## src/rtl/calc_pkg.sv

```systemverilog
`default_nettype none
// +----------------------------------------------------------------------------+
// | calc_pkg : ASCII key codes, keypad key map and scanner state encoding.    |
// | Revision : 1.0                                                            |
// +----------------------------------------------------------------------------+
package calc_pkg;

  localparam logic [7:0] KEY_NONE     = 8'h00;
  localparam logic [7:0] ASCII_0      = 8'h30;
  localparam logic [7:0] ASCII_1      = 8'h31;
  localparam logic [7:0] ASCII_2      = 8'h32;
  localparam logic [7:0] ASCII_3      = 8'h33;
  localparam logic [7:0] ASCII_4      = 8'h34;
  localparam logic [7:0] ASCII_5      = 8'h35;
  localparam logic [7:0] ASCII_6      = 8'h36;
  localparam logic [7:0] ASCII_7      = 8'h37;
  localparam logic [7:0] ASCII_8      = 8'h38;
  localparam logic [7:0] ASCII_9      = 8'h39;
  localparam logic [7:0] ASCII_PLUS   = 8'h2B;
  localparam logic [7:0] ASCII_MINUS  = 8'h2D;
  localparam logic [7:0] ASCII_STAR   = 8'h2A;
  localparam logic [7:0] ASCII_EQUALS = 8'h3D;
  localparam logic [7:0] ASCII_CLEAR  = 8'h43;

  typedef enum logic [1:0] {
    S_SCAN     = 2'd0,
    S_DEBOUNCE = 2'd1,
    S_EMIT     = 2'd2,
    S_HOLD     = 2'd3
  } scan_state_e;

  function automatic logic [7:0] keymap(input logic [1:0] row, input logic [1:0] col);
    logic [7:0] ch;
    ch = KEY_NONE;
    case ({row, col})
      4'b00_00: ch = ASCII_1;
      4'b00_01: ch = ASCII_2;
      4'b00_10: ch = ASCII_3;
      4'b00_11: ch = ASCII_PLUS;
      4'b01_00: ch = ASCII_4;
      4'b01_01: ch = ASCII_5;
      4'b01_10: ch = ASCII_6;
      4'b01_11: ch = ASCII_MINUS;
      4'b10_00: ch = ASCII_7;
      4'b10_01: ch = ASCII_8;
      4'b10_10: ch = ASCII_9;
      4'b10_11: ch = ASCII_STAR;
      4'b11_00: ch = ASCII_CLEAR;
      4'b11_01: ch = ASCII_0;
      4'b11_10: ch = ASCII_EQUALS;
      default:  ch = KEY_NONE;
    endcase
    return ch;
  endfunction

  // Exactly one active-low row; none or several (ghosting) is treated as no press.
  function automatic logic single_low(input logic [3:0] rows);
    return (rows == 4'b1110) || (rows == 4'b1101) ||
           (rows == 4'b1011) || (rows == 4'b0111);
  endfunction

  function automatic logic [1:0] low_index(input logic [3:0] rows);
    logic [1:0] idx;
    idx = 2'd0;
    case (rows)
      4'b1101: idx = 2'd1;
      4'b1011: idx = 2'd2;
      4'b0111: idx = 2'd3;
      default: idx = 2'd0;
    endcase
    return idx;
  endfunction

endpackage
`default_nettype wire

```

## src/rtl/keypad_sync.sv

```systemverilog
`default_nettype none
// +----------------------------------------------------------------------------+
// | keypad_sync : two-flop synchroniser for the 4 active-low keypad rows.     |
// | Revision    : 1.0                                                         |
// +----------------------------------------------------------------------------+
module keypad_sync (
  input  logic       clk,
  input  logic       rst_n,
  input  logic [3:0] row_async_i,
  output logic [3:0] row_sync_o
);

  logic [3:0] meta_q;
  logic [3:0] sync_q;

  // Resets to all-ones so an idle (pulled-up) keypad is seen from the start.
  always_ff @(posedge clk or negedge rst_n) begin
    if (!rst_n) begin
      meta_q <= 4'b1111;
      sync_q <= 4'b1111;
    end else begin
      meta_q <= row_async_i;
      sync_q <= meta_q;
    end
  end

  assign row_sync_o = sync_q;

endmodule
`default_nettype wire

```

## src/rtl/keypad_scanner.sv

```systemverilog
`default_nettype none
// +----------------------------------------------------------------------------+
// | keypad_scanner : 4x4 keypad column scan, debounce and ASCII key emit.     |
// | Revision       : 1.0                                                      |
// +----------------------------------------------------------------------------+
module keypad_scanner
  import calc_pkg::*;
#(
  parameter int SCAN_DIV       = 50000,
  parameter int DEBOUNCE_SCANS = 4
) (
  input  logic       clk,
  input  logic       rst_n,
  input  logic [3:0] row_in,
  output logic [3:0] col_out,
  output logic       btn_valid,
  output logic [7:0] btn_char,
  output logic       key_held
);

  localparam int               DIV_W      = $clog2(SCAN_DIV);
  localparam logic [DIV_W-1:0] DIV_LAST   = DIV_W'(SCAN_DIV - 1);
  localparam logic [DIV_W-1:0] DIV_ONE    = DIV_W'(1);
  localparam logic [3:0]       DEB_TARGET = 4'(DEBOUNCE_SCANS);

  logic [3:0]       row_s;
  logic             tick;
  logic [7:0]       emit_char;
  logic             same_row;
  logic [3:0]       cnt_inc;
  logic [3:0]       rel_inc;

  scan_state_e      state_q,   state_d;
  logic [DIV_W-1:0] div_q,     div_d;
  logic [1:0]       col_q,     col_d;
  logic [1:0]       row_idx_q, row_idx_d;
  logic [3:0]       cnt_q,     cnt_d;
  logic [3:0]       rel_q,     rel_d;
  logic [7:0]       char_q,    char_d;

  keypad_sync u_sync (
    .clk         (clk),
    .rst_n       (rst_n),
    .row_async_i (row_in),
    .row_sync_o  (row_s)
  );

  assign tick      = (div_q == DIV_LAST);
  assign emit_char = keymap(row_idx_q, col_q);
  assign same_row  = single_low(row_s) && (low_index(row_s) == row_idx_q);
  assign cnt_inc   = cnt_q + 4'd1;
  assign rel_inc   = rel_q + 4'd1;

  always_ff @(posedge clk or negedge rst_n) begin
    if (!rst_n) begin
      state_q   <= S_SCAN;
      div_q     <= '0;
      col_q     <= 2'd0;
      row_idx_q <= 2'd0;
      cnt_q     <= 4'd0;
      rel_q     <= 4'd0;
      char_q    <= KEY_NONE;
    end else begin
      state_q   <= state_d;
      div_q     <= div_d;
      col_q     <= col_d;
      row_idx_q <= row_idx_d;
      cnt_q     <= cnt_d;
      rel_q     <= rel_d;
      char_q    <= char_d;
    end
  end

  always_comb begin
    state_d   = state_q;
    div_d     = tick ? '0 : div_q + DIV_ONE;
    col_d     = col_q;
    row_idx_d = row_idx_q;
    cnt_d     = cnt_q;
    rel_d     = rel_q;
    char_d    = char_q;
    case (state_q)
      S_SCAN: begin
        if (tick) begin
          if (single_low(row_s)) begin
            row_idx_d = low_index(row_s);
            cnt_d     = 4'd1;
            state_d   = S_DEBOUNCE;
          end else begin
            col_d = col_q + 2'd1;
          end
        end
      end
      S_DEBOUNCE: begin
        if (tick) begin
          if (same_row) begin
            if (cnt_inc == DEB_TARGET) begin
              state_d = S_EMIT;
              // Load the character on entry so it is already valid during the pulse.
              if (emit_char != KEY_NONE) begin
                char_d = emit_char;
              end
            end else begin
              cnt_d = cnt_inc;
            end
          end else begin
            col_d   = col_q + 2'd1;
            state_d = S_SCAN;
          end
        end
      end
      S_EMIT: begin
        rel_d   = 4'd0;
        state_d = S_HOLD;
      end
      S_HOLD: begin
        if (tick) begin
          if (row_s[row_idx_q]) begin
            if (rel_inc == DEB_TARGET) begin
              rel_d   = 4'd0;
              col_d   = col_q + 2'd1;
              state_d = S_SCAN;
            end else begin
              rel_d = rel_inc;
            end
          end else begin
            rel_d = 4'd0;
          end
        end
      end
      default: state_d = S_SCAN;
    endcase
  end

  always_comb begin
    col_out   = ~(4'b0001 << col_q);
    btn_valid = (state_q == S_EMIT) && (emit_char != KEY_NONE);
    key_held  = (state_q == S_EMIT) || (state_q == S_HOLD);
  end

  assign btn_char = char_q;

endmodule
`default_nettype wire
```

## config.mk

```make
export PLATFORM = sky130hd
export DESIGN_NAME = keypad_scanner
export DESIGN_NICKNAME = d
export VERILOG_FILES = /design/src/rtl/calc_pkg.sv /design/src/rtl/keypad_sync.sv /design/src/rtl/keypad_scanner.sv
export SDC_FILE = /design/constraint.sdc
export NUM_CORES = 1
export LEC_CHECK = 0
export ABC_AREA = 1
export CAP_MARGIN = 40
export CORE_MARGIN = 2
export CORE_UTILIZATION = 60
export CTS_CLUSTER_DIAMETER = 30
export DETAILED_ROUTE_END_ITERATION = 6
export DONT_BUFFER_PORTS = 1
export GPL_ROUTABILITY_DRIVEN = 0
export PLACE_DENSITY_LB_ADDON = 0.15
export SYNTH_ARGS = -nofsm -noshare
export SYNTH_HDL_FRONTEND = slang
export SYNTH_SLANG_ARGS = --single-unit
```

## constraint.sdc

```tcl
create_clock -name clk -period 2.2 [get_ports clk]
set_input_delay 0 -clock clk [delete_from_list [all_inputs] [get_ports clk]]
set_output_delay 0 -clock clk [all_outputs]
set_load 0.1 [all_outputs]
```

==> flow_summary.yaml, run 1 <==
outcome:
  status: "finished clean"
clocking:
  cts-root-buf: "clkbuf_8"
  cts.sinks: 45
  cts_setup_buffers: 0
  cts_tree: "yes"
  ctsHtreeMaxLevel: 2
  cts_buffers: 5
  insertion_delay_ns: 0.31
  cts_max_path_buffers: 2
  clkTransAtPathRegs_ns: 0.09
logic_synthesis:
  synthTopCellsByArea: "dfrtp_1 (35%), nand2_1 (11%), dfstp_2 (7.9%)"
  yosysWarnings: 0
  syn_nets: 350
  yosys.area.top_type: "dfrtp_1"
  syn_avg_cell_area_um2: 8.02
  ys_seq_elements: 45
  syn_area_um2: 2670
  ys_seq_area_frac: 0.425
  synth_top_area_share: 0.347
  synth_cells: 333
  yosysUniqueCellTypes: 36
die:
  dieWidth_um: 70.7
  initial_core_util: 0.618
  fp.dieH_um: 70.7
  ios: 20
  die_area_um2: 5000
  coreArea_um2: 4320
  row_count: 24
worst_setup_path:
  worstPathMaxFanout: 5
  worst_ep_arrival_time_ns: 2.00
  critical_path.top_delay_family: "simple AND/OR/NAND/NOR gates"
  slowest_stage: "dfrtp_1"
  start_kind: "register"
  cp.required_ns: 2.20
  path_cells: "inv_2 > ha_2 > nand2_1 > inv_1 > nand2_1 > nand3_1 > nor2_1 > nand2_1 > nand2_1 > nor2_4 > buf_12"
  cp-end-kind: "output port"
  worstSetupPathType: "reg2out"
  reg2reg_setup_slack_ns: 0.41
  max_stage_delay_ns: 0.45
  crit_buf_inv: 3
  path_common_cell: "nand2_1"
drt:
  drc: 0
  vias: 2123
  viasPerCell: 5.19
  ant_nets: 0
  first_iter_violations: 102
  firstDrtPassIters: 4
  wl_um: 5020
  wl_per_cell_um: 12.3
cells_and_area:
  final_cell_mix: "nand2_1 (81), inv_1 (46), dfrtp_1 (37), nand3_1 (32), nor2_1 (17)"
  multiInputGateArea_um2: 1300
  drive_gt1_frac: 0.218
  layout_commonest_cell: "nand2_1"
  utilization: 0.698
  area_growth_syn_to_layout_pct: 13.0
  diodes: 0
  regArea_um2: 1140
  fin_nets: 373
  nFillCells: 344
sta:
  fmax_mhz: 499
  holdWs_ns: 0.193
  drv_slew: 0
  setup_viol: 0
  finClkSkew_ns: 0.0144
  finalCriticalPeriod_ns: 2.00
  fin_ws_ns: 0.198
  min_period_over_period: 0.910
  final_hold_viol_count: 0
  rsz0062_at_grt: "no"
global_route:
  grt_usage: 0.226
  grt_pass1_vias: 2086
  gr-usage-met1: 0.282
  grt-ovfl-total: 0
  antenna_found_initial: 0
  use_met3: 0.0427
  grt-busiest-layer: "met2"
  grt.met2_usage: 0.379
  grt_pass1_wl_um: 9030
  grt_max_degree: 46
hold_path:
  min_path_type: "in2async"
power_and_ir_drop:
  powerDensity_nw_per_um2: 486
  peakVddDrop_mv: 0.439
  power.leakage_nw: 1.53
placement:
  dp_hpwl_um: 3730
  pre_cts_ws_ns: 0.385
  io_buffers: 0
run:
  cap_violations: 0
final timing paths:
kind / from / endpoint / depth (start not counted)
worst min register to register: u_sync.meta_q[3] / u_sync.row_sync_o[3] / 0
worst max-delay path: col_q[1] / btn_valid / 11
worst max register to register: col_q[1] / btn_char[1] / 14
worst min-delay path: rst_n / async pin / 2
max in group asynchronous: rst_n / u_sync.meta_q[1] / 2
min in group clk: row_in[0] / u_sync.meta_q[0] / 1
sequential cells by signal, indices dropped and copies added, names as in the netlist, named ones only:
register           cells
state_q                1
u_sync.row_sync_o      4
rel_q                  4
cnt_q                  4
col_q                  2
div_q                 16
u_sync.meta_q          4
btn_char               7
row_idx_q              2
repair_timing:
action                                  4_1_cts  5_1_grt
resized for setup                             0        2
endpoints found under the hold margin        49        0
hold buffers                                  6        0
endpoints found under the setup margin        0        1
layer usage:
metal / share of wire / vias to the layer above / wire length [um]
met5: 0 / - / 0
met4: 0.022 / 0 / 110
met3: 0.036 / 10 / 180
met2: 0.49 / 37 / 2470
met1: 0.45 / 980 / 2250
li1: - / 1096 / -
layout make-up:
class | instances | share of cell area
clock inverters | 2 | 0.00539
clock buffers | 6 | 0.0274
multi-input cells | 227 | 0.432
well taps | 52 | 0.0216
inverters | 57 | 0.0730
flip-flops and latches | 45 | 0.376
repair buffers | 20 | 0.0647
synthesized netlist by cell type:
library cell,instances
xor2_1,9
a21oi_4,1
nor2_1,18
nand2_2,10
nor4_1,3
and2_1,1
nand2_1,81
nor3_4,1
o21ai_0,11
dfstp_2,8
ha_1,11
xnor2_1,1
nand3b_4,1
o211ai_1,1
nor2_2,7
nand3b_1,1
inv_2,7
o21ai_2,5
a21oi_1,3
o21a_1,1
buf_4,3
dfrtp_1,37
conb_1,1
clkbuf_1,1
nor3_1,9
o211a_1,1
nand3_4,1
nand3_1,32
nand2_4,1
nor2_4,3
o21ai_1,2
o22ai_1,1
nand3_2,4
inv_1,48
clkinv_2,2
nand4_1,6
worst reg2reg max path, stage by stage, from the launching register on:
cell     delay [ns]
dfrtp_1        0.45
inv_2          0.11
ha_2           0.26
inv_1          0.09
nand2_1        0.09
nor2_1         0.09
nand2_1        0.05
inv_1          0.05
nand2_1        0.07
nand2_2        0.10
inv_2          0.05
nand2_4        0.13
nand2_2        0.05
nand2_1        0.05
inv_1          0.04
where the power goes:
group | leakage (nW) | switching, W | internal, W
combinational | 0.891 | 0.0000474 | 0.0000221
clock | 0.0478 | 0.000294 | 0.000258
sequential | 0.587 | 0.00000444 | 0.000840
total | 1.53 | 0.000346 | 0.00112
cell families after synthesis:
group,share of synthesized area
AO/OA/AOI/OAI,0.0642
XOR/XNOR,0.0328
adder cells (fa/ha/maj),0.0515
buffers and inverters,0.0909
flip-flops,0.425
other,0.00140
AND/OR/NAND/NOR,0.334
stage by stage:
stage	instances	setup TNS, ns	total power [W]	cell area [um^2]
after floorplan	333	-0.0349	0.000897	2680
after global placement	395	0	0.000900	2840
after detailed placement	395	0	0.000901	2840
after CTS	409	0	0.00148	3020
after global routing	409	0	0.00152	3020
final	409	0	0.00147	3020
Power figures use the tool's default switching activity.
==> run 2, diff against run 1 <==
--- a/config.mk
+++ b/config.mk
@@ -16,4 +16,5 @@
 export PLACE_DENSITY_LB_ADDON = 0.15
 export SYNTH_ARGS = -nofsm -noshare
 export SYNTH_HDL_FRONTEND = slang
+export SYNTH_HIERARCHICAL = 1
 export SYNTH_SLANG_ARGS = --single-unit
==> run 2 against run 1 <==
Net effect:
- die area shrank 1.2%
- largest cell class unchanged
- synthesized area shrank 1.3%
- clock power increased by 31%
- cell area about the same
- combinational power fell by 8.3%
- register-to-register slack lost 0.11 ns
- via count increased by 0.28%
- global-route usage fell by 0.28 points
- sequential share of layout area hardly changed
- clock skew fell by 0.0085 ns
==> flow_summary.yaml, run 2 <==
cells_and_area:
  layout_commonest_cell: "nand2_1"
  top_register: "div_q"
  drive_gt1_frac: 0.195
  final_cell_mix: "nand2_1 (79), inv_1 (41), dfrtp_1 (37), nor2_1 (29), nand3_1 (24)"
  post-route-cell-area_um2: 3020
  regArea_um2: 1140
  diodes: 0
  fin_nets: 369
  nFillCells: 359
  multiInputGateArea_um2: 1300
  largest_reg_flops: 16
  area_growth_syn_to_layout_pct: 14.5
clocking:
  cts_max_path_buffers: 2
  cts_resized: 0
  cts.sinks: 45
  ctsHtreeMaxLevel: 2
  cts_buffers: 5
  clkTransAtPathRegs_ns: 0.08
  insertion_delay_ns: 0.30
  cts_tree: "yes"
  cts-root-buf: "clkbuf_8"
  cts_setup_buffers: 0
drt:
  viasPerCell: 5.26
  drc: 0
  wl_per_cell_um: 12.2
  vias: 2129
  ant_nets: 0
  firstDrtPassIters: 4
  wl_um: 4920
  first_iter_violations: 144
logic_synthesis:
  syn_nets: 347
  yosys.area.top_type: "dfrtp_1"
  ys_async_sr_fraction: 1.00
  synth_cells: 330
  syn_avg_cell_area_um2: 7.99
  yosysWarnings: 6
  syn_area_um2: 2640
  ys_seq_elements: 45
  yosysMostFrequentCell: "nand2_1"
  synth_top_area_share: 0.351
  ys_seq_area_frac: 0.431
  yosys-top-cells-count: "nand2_1 (79), inv_1 (42), dfrtp_1 (37)"
  synth_edf_count: 0
  yosysUniqueCellTypes: 39
  synth_ff_type: "dfrtp_1"
  synthTopCellsByArea: "dfrtp_1 (35%), nand2_1 (11%), dfstp_2 (8.0%)"
sta:
  finalCriticalPeriod_ns: 2.03
  setup_tns_ns: 0
  fmax_mhz: 492
  setup_viol: 0
  min_period_over_period: 0.925
  fin_ws_ns: 0.166
  final_hold_viol_count: 0
  finClkSkew_ns: 0.00590
  drv_slew: 0
  rsz0062_at_grt: "no"
global_route:
  grt_pass1_wl_um: 8850
  grt_max_degree: 46
  grt_pass1_vias: 1993
  antenna_found_initial: 0
  grt_usage: 0.223
  grt-ovfl-total: 0
die:
  ios: 20
  initial_core_util: 0.614
  row_count: 24
  fp.dieH_um: 70.3
  die_area_um2: 4940
  coreArea_um2: 4290
  dieWidth_um: 70.3
worst_setup_path:
  cp-end-kind: "output port"
  worstSetupPathType: "reg2out"
  worstPathMaxFanout: 8
  start_kind: "register"
  slowest_stage: "dfrtp_1"
  path_common_cell: "nor2_4"
  r2r_cells: 9
  r2r-start: "col_q[0]"
  reg2reg_setup_slack_ns: 0.30
  cp.required_ns: 2.20
  max_stage_delay_ns: 0.48
  crit_start: "col_q[0]"
  path_cells: "inv_1 > ha_1 > nor2_4 > nand2_2 > nor3_4 > nor2_4 > buf_12"
  worst_ep_arrival_time_ns: 2.03
hold_path:
  min_path_type: "in2async"
power_and_ir_drop:
  pwr-share-clk: 0.445
  peakVddDrop_mv: 0.420
  power.leakage_nw: 1.47
  internal-power_w: 0.00131
  powerDensity_nw_per_um2: 541
  seqPwrFrac: 0.516
  netSwitchingFraction: 0.198
  power_switching_w: 0.000324
  pwr-share-comb: 0.039
run:
  cap_violations: 0
placement:
  placed_area_um2: 2810
  io_buffers: 0
  dp_hpwl_um: 3810
  pre_cts_ws_ns: 0.317
outcome:
  status: "finished clean"
[run 2: final timing paths]
| check | to |
|---|---|
| worst max-delay path | btn_valid |
| worst min-delay path | div_q[12] |
| worst max register to register | btn_char[6] |
| worst min register to register | u_sync/row_sync_o[2] |
| max in group asynchronous | u_sync/row_sync_o[1] |
| min in group clk | u_sync/meta_q[0] |
[run 2: logic make-up (layout without fill, tap and decap cells)]
group / count (synthesis) / after routing / share of synthesized area
AOI/OAI and AO/OA: 26 / 26 / 0.0602
xor gates and xnor gates: 10 / 10 / 0.0332
adders and majority gates: 11 / 11 / 0.0522
buffers and inverters: 54 / 77 / 0.0806
DFF: 45 / 45 / 0.431
other: 1 / 1 / 0.00142
and+or+nand+nor: 183 / 183 / 0.342
[run 2: layout make-up]
class                   count  area share
inverters                  50      0.0638
repair buffers             19      0.0622
clock buffers               5      0.0228
well taps                  52      0.0215
multi-input cells         231       0.432
flip-flops and latches     45       0.376
clock inverters             3      0.0215
[run 2: per-stage QoR]
| stage | hold slack (ns) | cells | total power (W) | utilization |
|---|---|---|---|---|
| final | 0.186 | 405 | 0.00163 | 0.703 |
| after global routing | 0.206 | 405 | 0.00169 | 0.703 |
| after CTS | 0.189 | 405 | 0.00165 | 0.703 |
| after detailed placement | -0.294 | 391 | 0.000897 | 0.654 |
| after global placement | -0.295 | 391 | 0.000895 | 0.654 |
| after floorplan | -0.296 | 330 | 0.000892 | - |
[run 2: metal layers]
layer | vias up | part of all wire | GRT usage
met1 | 991 | 0.51 | 0.305
li1 | 1099 | - | -
met3 | 8 | 0.026 | 0.0375
met5 | - | 0 | 0
met2 | 31 | 0.45 | 0.355
met4 | 0 | 0.016 | 0.0876
[run 2: power by group through the flow]
stage	combinational (W)	clock (W)	sequential [W]
6_report	0.0000637	0.000727	0.000844
5_1_grt	0.0000727	0.000769	0.000845
4_1_cts	0.0000653	0.000738	0.000845
3_3_place_gp	0.0000352	0	0.000860
2_1_floorplan	0.0000326	0	0.000859
3_5_place_dp	0.0000356	0	0.000861
[run 2: timing repair]
item,in CTS,in global routing
hold buffers,6,0
endpoints found under the hold margin,49,0
endpoints found under the setup margin,0,0
[run 2: worst max-delay path: cells and delay by family, from the launching register on]
family,cells,cell delay [ns]
fa+ha+maj,1,0.38
flops,1,0.48
buf+inv,2,0.31
simple gates,4,0.56
